$ cat src/rtl/fft_symbol_sched.sv
// FFT load sequencer: owns the input-buffer read pointer, skips guard intervals
// between data symbols, and produces the per-sample phase-correction word.
module fft_symbol_sched #(
  parameter int unsigned BUF_AW    = 8,
  parameter int unsigned FFT_LEN   = 64,
  parameter int unsigned PHASE_W   = 32,
  parameter int          PI        = 1608,
  parameter int          DOUBLE_PI = 3217
) (
  input  logic               clock,
  input  logic               reset,
  input  logic               enable,
  input  logic               wr_stb,
  input  logic               start,
  input  logic [BUF_AW-1:0]  start_addr,
  input  logic [PHASE_W-1:0] phase_offset,
  input  logic               short_gi,
  input  logic               stop,
  input  logic               fft_rdy,
  output logic               rd_en,
  output logic [BUF_AW-1:0]  rd_addr,
  output logic               fft_start,
  output logic [PHASE_W-1:0] phase_corr,
  output logic [15:0]        symbol_idx,
  output logic               sym_done,
  output logic               busy
);

  localparam int unsigned OW = $clog2(FFT_LEN);
  localparam logic [OW-1:0]             LAST_OFFS = OW'(FFT_LEN - 1);
  localparam logic signed [15:0]        LOAD_LIM  = 16'(FFT_LEN);
  localparam logic signed [15:0]        OVR_LIM   = 16'((2 ** BUF_AW) - FFT_LEN);
  localparam logic signed [PHASE_W-1:0] PI_W      = PHASE_W'(PI);
  localparam logic signed [PHASE_W-1:0] DPI_W     = PHASE_W'(DOUBLE_PI);

  typedef enum logic [1:0] {IDLE, WAIT, LOAD} state_t;

  state_t                     state_q, state_d;
  logic                       rd_en_q, rd_en_d;
  logic                       fft_start_q, fft_start_d;
  logic                       sym_done_q, sym_done_d;
  logic [BUF_AW-1:0]          rd_addr_q, rd_addr_d;
  logic signed [PHASE_W-1:0]  phase_corr_q, phase_corr_d;
  logic signed [PHASE_W-1:0]  next_phase_q, next_phase_d;
  logic signed [PHASE_W-1:0]  offset_q, offset_d;
  logic [15:0]                symbol_idx_q, symbol_idx_d;
  logic [15:0]                produced_q, produced_d;
  logic [15:0]                consumed_q, consumed_d;
  logic [OW-1:0]              offs_q, offs_d;
  logic signed [15:0]         avail;
  logic [15:0]                gi_step;

  assign avail = produced_q - consumed_q;

  always_comb begin
    state_d      = state_q;
    rd_en_d      = rd_en_q;
    fft_start_d  = fft_start_q;
    sym_done_d   = sym_done_q;
    rd_addr_d    = rd_addr_q;
    phase_corr_d = phase_corr_q;
    next_phase_d = next_phase_q;
    offset_d     = offset_q;
    symbol_idx_d = symbol_idx_q;
    produced_d   = produced_q;
    consumed_d   = consumed_q;
    offs_d       = offs_q;
    // First LTS is followed directly by the second; data symbols carry a GI.
    gi_step      = (symbol_idx_q == '0) ? 16'd1 : (16'd1 + (short_gi ? 16'd8 : 16'd16));

    if (stop) begin
      state_d     = IDLE;
      rd_en_d     = 1'b0;
      fft_start_d = 1'b0;
      sym_done_d  = 1'b0;
    end else if (enable) begin
      fft_start_d = 1'b0;
      sym_done_d  = 1'b0;
      if ((state_q != IDLE) && wr_stb) produced_d = produced_q + 16'd1;
      unique case (state_q)
        IDLE: begin
          if (start) begin
            state_d      = WAIT;
            rd_addr_d    = start_addr;
            consumed_d   = '0;
            produced_d   = {15'd0, wr_stb};
            symbol_idx_d = '0;
            phase_corr_d = '0;
            next_phase_d = phase_offset;
            offset_d     = phase_offset;
            offs_d       = '0;
          end
        end
        WAIT: begin
          if (avail > OVR_LIM) begin
            state_d = IDLE;
          end else if ((avail > LOAD_LIM) && fft_rdy) begin
            state_d     = LOAD;
            rd_en_d     = 1'b1;
            fft_start_d = 1'b1;
            offs_d      = '0;
          end
        end
        LOAD: begin
          if (next_phase_q > PI_W) begin
            phase_corr_d = next_phase_q - DPI_W;
            next_phase_d = next_phase_q + offset_q - DPI_W;
          end else if (next_phase_q < -PI_W) begin
            phase_corr_d = next_phase_q + DPI_W;
            next_phase_d = next_phase_q + offset_q + DPI_W;
          end else begin
            phase_corr_d = next_phase_q;
            next_phase_d = next_phase_q + offset_q;
          end
          if (offs_q == LAST_OFFS) begin
            state_d      = WAIT;
            rd_en_d      = 1'b0;
            sym_done_d   = 1'b1;
            rd_addr_d    = rd_addr_q + gi_step[BUF_AW-1:0];
            consumed_d   = consumed_q + gi_step;
            offs_d       = '0;
            symbol_idx_d = (symbol_idx_q == '1) ? symbol_idx_q : symbol_idx_q + 16'd1;
          end else begin
            rd_addr_d  = rd_addr_q + BUF_AW'(1);
            consumed_d = consumed_q + 16'd1;
            offs_d     = offs_q + OW'(1);
          end
        end
        default: state_d = IDLE;
      endcase
    end
  end

  always_ff @(posedge clock) begin
    if (reset) begin
      state_q      <= IDLE;
      rd_en_q      <= 1'b0;
      fft_start_q  <= 1'b0;
      sym_done_q   <= 1'b0;
      rd_addr_q    <= '0;
      phase_corr_q <= '0;
      next_phase_q <= '0;
      offset_q     <= '0;
      symbol_idx_q <= '0;
      produced_q   <= '0;
      consumed_q   <= '0;
      offs_q       <= '0;
    end else begin
      state_q      <= state_d;
      rd_en_q      <= rd_en_d;
      fft_start_q  <= fft_start_d;
      sym_done_q   <= sym_done_d;
      rd_addr_q    <= rd_addr_d;
      phase_corr_q <= phase_corr_d;
      next_phase_q <= next_phase_d;
      offset_q     <= offset_d;
      symbol_idx_q <= symbol_idx_d;
      produced_q   <= produced_d;
      consumed_q   <= consumed_d;
      offs_q       <= offs_d;
    end
  end

  assign rd_en      = rd_en_q & enable;
  assign fft_start  = fft_start_q & enable;
  assign rd_addr    = rd_addr_q;
  assign phase_corr = phase_corr_q;
  assign symbol_idx = symbol_idx_q;
  assign sym_done   = sym_done_q;
  assign busy       = (state_q != IDLE);

endmodule
$ cat config.mk
export PLATFORM = sky130hd
export DESIGN_NAME = fft_symbol_sched
export DESIGN_NICKNAME = d
export VERILOG_FILES = /design/src/rtl/fft_symbol_sched.sv
export SDC_FILE = /design/constraint.sdc
export NUM_CORES = 1
export LEC_CHECK = 0
export ABC_AREA = 1
export CORE_MARGIN = 1.5
export CORE_UTILIZATION = 60
export CTS_BUF_LIST = sky130_fd_sc_hd__clkbuf_4
export CTS_CLUSTER_SIZE = 16
export DETAILED_ROUTE_END_ITERATION = 8
export PLACE_DENSITY = 0.83
export SLEW_MARGIN = 5
export SYNTH_ARGS = -nofsm -noshare
export SYNTH_HDL_FRONTEND = slang
export SYNTH_SLANG_ARGS = --single-unit
$ cat constraint.sdc
create_clock -name clock -period 3.7 [get_ports clock]
set_input_delay 0.555 -clock clock [delete_from_list [all_inputs] [get_ports clock]]
set_output_delay 0.555 -clock clock [all_outputs]
set_load 0.02 [all_outputs]
==> summary.txt <==
Worst-path clk slew: 0.16 ns
Initial antenna violation count: 2
Layout cells sized above 1: 6.19%
Synth area leaders: dfxtp_1 24%, nand2_1 16%, nor2_1 8.4%
Post-Syn Area: 13600 sq um
P per Cell Area: 277 nW/um^2
Area leader, netlist: dfxtp_1
Yosys warns: 0
I/O pins: 108
Max VDD drop: 0.000221 V
Worst R2R Setup Slack: 0.35 ns
Top FF cell, synth: dfxtp_1
Number of synthesized flops with an enable pin: 0
Worst Path Required: 4.23 ns
Worst Hold Class: input port to flip-flop
R2r endpoint: next_phase_q[25]
GP Congestion: 1.05
Final #Nets: 2472
Core area: 22000 sq um
Row count: 54
Starting Density: 61.7%
H-tree depth: 4
Worst r2r path cells: 21
Pwr Total: 4190 uW
Synthesized instance count: 2281
Asr flop ratio synth: 0%
Clock Latency Late Sink: 0.62 ns
Routed vias: 15400
Post-CTS setup buffers: 0
Die width: 153 um
Worst setup SP type: flip-flop
Fin crit share: 90.5%
DRT Pass-1 Iters: 6
Netlist cell types: 66
Avg WL per Cell: 17.0 um
Final count of hold timing violations: 0
Arr. time, crit path: 3.88 ns
Total CTS buffers: 17
I/O Buffers: 107
RSZ-0062 raised after global routing: no
Setup Total Neg Slack: 0 ns
First DRT Iteration DRCs: 1401
Max-slew violation count: 0
Worst setup EP type: flip-flop
Final worst path period need: 3.35 ns
Net Count, Synth: 2393
Die Y: 153 um
CTS tree: done
Vias in the first global route: 14600
Via density: 5.81
Hold path start: reset
Clock root cell: clkbuf_4
Max-cap viol count: 0
GR Overflow Total: 0
Routed Antenna Nets: 0
Die area: 23600 sq um
First-pass GRT wire length: 72.5 mm
CP Launch Point: next_phase_q[0]
Slew Limit Headroom: 35.4%
# setup viols final: 0
CTS max path bufs: 2
Critical path class: flip-flop to flip-flop
Synth Register Bits: 163
Upper clock frequency limit: 299 MHz
Mean post-synth cell area: 5.96 sq um
Top cell type's share of synthesized area: 24.0%
Sequential element share of the synthesized area: 24.0%
Skew final: 0.0274 ns
Largest net degree at the start of global routing: 92
Least-Margin Pin Slew: 0.969 ns
DRC: 0
Gr usage total: 38.3%
Status: complete, no violations
Worst Hold End: consumed_q[4]
Layout area overhead: 11.3%
Hold path cells: 2
Final wirelength: 45.2 mm
Leakage: 0.00680 uW
Post-DP HPWL: 34.9 mm
R2R Path Start: next_phase_q[0]
CP max FO: 7
# clock sinks: 163
metal layers:
metal	GRT usage, %	wire length [um]	vias up	part of all wire (%)
met1	44.9	17800	6891	39
met5	0	0	-	0
li1	-	-	7599	-
met4	23.2	2760	0	6.1
met3	6.23	3690	175	8.2
met2	65.6	20900	745	46
per-stage QoR:
stage / area, sq um / instances / setup WS (ns) / hold slack (ns) / util [%]
3_5_place_dp: 14800 / 2621 / 0.395 / 0.451 / 67.2
6_report: 15100 / 2654 / 0.350 / 0.267 / 68.7
3_3_place_gp: 14800 / 2621 / 0.501 / 0.441 / 67.2
2_1_floorplan: 13600 / 2281 / 0.982 / 0.426 / -
4_1_cts: 15100 / 2653 / 0.355 / 0.246 / 68.6
5_1_grt: 15100 / 2654 / 0.0276 / 0.245 / 68.7
synthesized netlist by cell type, types with 5 or more instances:
master / instances
nand2_2: 19
and2_1: 6
a21oi_1: 173
nand2_1: 595
xor2_1: 30
o21a_1: 5
nor2_2: 17
clkbuf_1: 34
dfxtp_1: 163
ha_1: 62
or2_2: 5
nor4_1: 5
nand4_1: 40
a31oi_1: 9
a211oi_1: 8
o211ai_1: 16
nor3_2: 5
buf_6: 5
nand3_2: 10
a22o_1: 5
nor3_1: 39
nand3_1: 177
xnor2_1: 11
inv_1: 283
a21o_1: 6
o21ai_0: 123
nand3b_1: 7
inv_2: 14
nor2_4: 6
o22ai_1: 10
nor2_1: 303
buf_2: 16
o21ai_1: 11
worst max path at each step:
stage / endpoint / slack, ns / cells past startpoint
final: next_phase_q[25] / 0.35 / 21
after global routing: next_phase_q[29] / 0.03 / 21
after CTS: next_phase_q[29] / 0.36 / 20
after detailed placement: next_phase_q[29] / 0.39 / 20
after global placement: next_phase_q[27] / 0.50 / 19
after floorplan: next_phase_q[29] / 0.98 / 20
where the power goes:
| part | internal, uW | switching (uW) | total, uW |
|---|---|---|---|
| combinational | 382 | 724 | 1110 |
| clock | 437 | 791 | 1230 |
| sequential | 1800 | 54.2 | 1850 |
| total | 2620 | 1570 | 4190 |
worst max-delay path, cell delays in order, from the launching register on:
cell and delay [ns]:
dfxtp_1 0.41, ha_1 0.32, fa_2 0.47, nand2_1 0.09, nand2_1 0.08, nand3_1 0.13, nand2_2 0.14, nand2_1 0.11
nand2_1 0.11, nand2_1 0.11, nand2_2 0.12, inv_1 0.11, nand2_1 0.06, nor2_1 0.19, nand3_1 0.11, nand2_1 0.10
nand2_1 0.08, nor2_1 0.14, nand3_1 0.09, nand3_1 0.10, nand2_1 0.08, a21oi_1 0.12
layout make-up:
cell class	instances	area, sq um
multi-input cells	1750	8840
fillers	2064	6900
flip-flops and latches	163	3260
repair buffers	131	1250
inverters	297	1110
well taps	280	350
clock inverters	15	185
clock buffers	17	128
diodes	1	2.50
cells in the final DEF, fill, tap and decap left out, types with 24 or more instances in the layout:
cell type,netlist,routed
nand2_1,595,595
ha_1,62,62
buf_4,3,24
nand3_1,177,177
inv_1,283,283
o21ai_0,123,123
dfxtp_1,163,163
a21oi_1,173,173
nor3_1,39,39
nand4_1,40,40
clkdlybuf4s50_1,0,106
nor2_1,303,303
xor2_1,30,30
sequential cells by signal (all words and copies together) (netlist names):
register	cells
phase_corr	32
offset_q	32
rd_addr	8
produced_q	16
rd_en_q	1
next_phase_q	32
fft_start_q	1
offs_q	6
consumed_q	16
sym_done	1
state_q	2
symbol_idx	16
kinds of logic (layout without fill, tap and decap cells):
family	after synthesis	count (layout)	share of synthesized area [%]
AOI/OAI and AO/OA	399	399	16.5
buffers and inverters	368	460	11.0
and+or+nand+nor	1246	1246	39.8
xor gates and xnor gates	41	41	2.64
DFF	163	163	24.0
adders and majority gates	64	64	6.00
other	0	1	0
repair_timing:
| item | 4_1_cts | 5_1_grt |
|---|---|---|
| hold buffers | 0 | 0 |
| setup endpoints to repair | 0 | 1 |
| resized for setup | 0 | 2 |
| hold endpoints to repair | 0 | 0 |
Power figures use the tool's default switching activity.
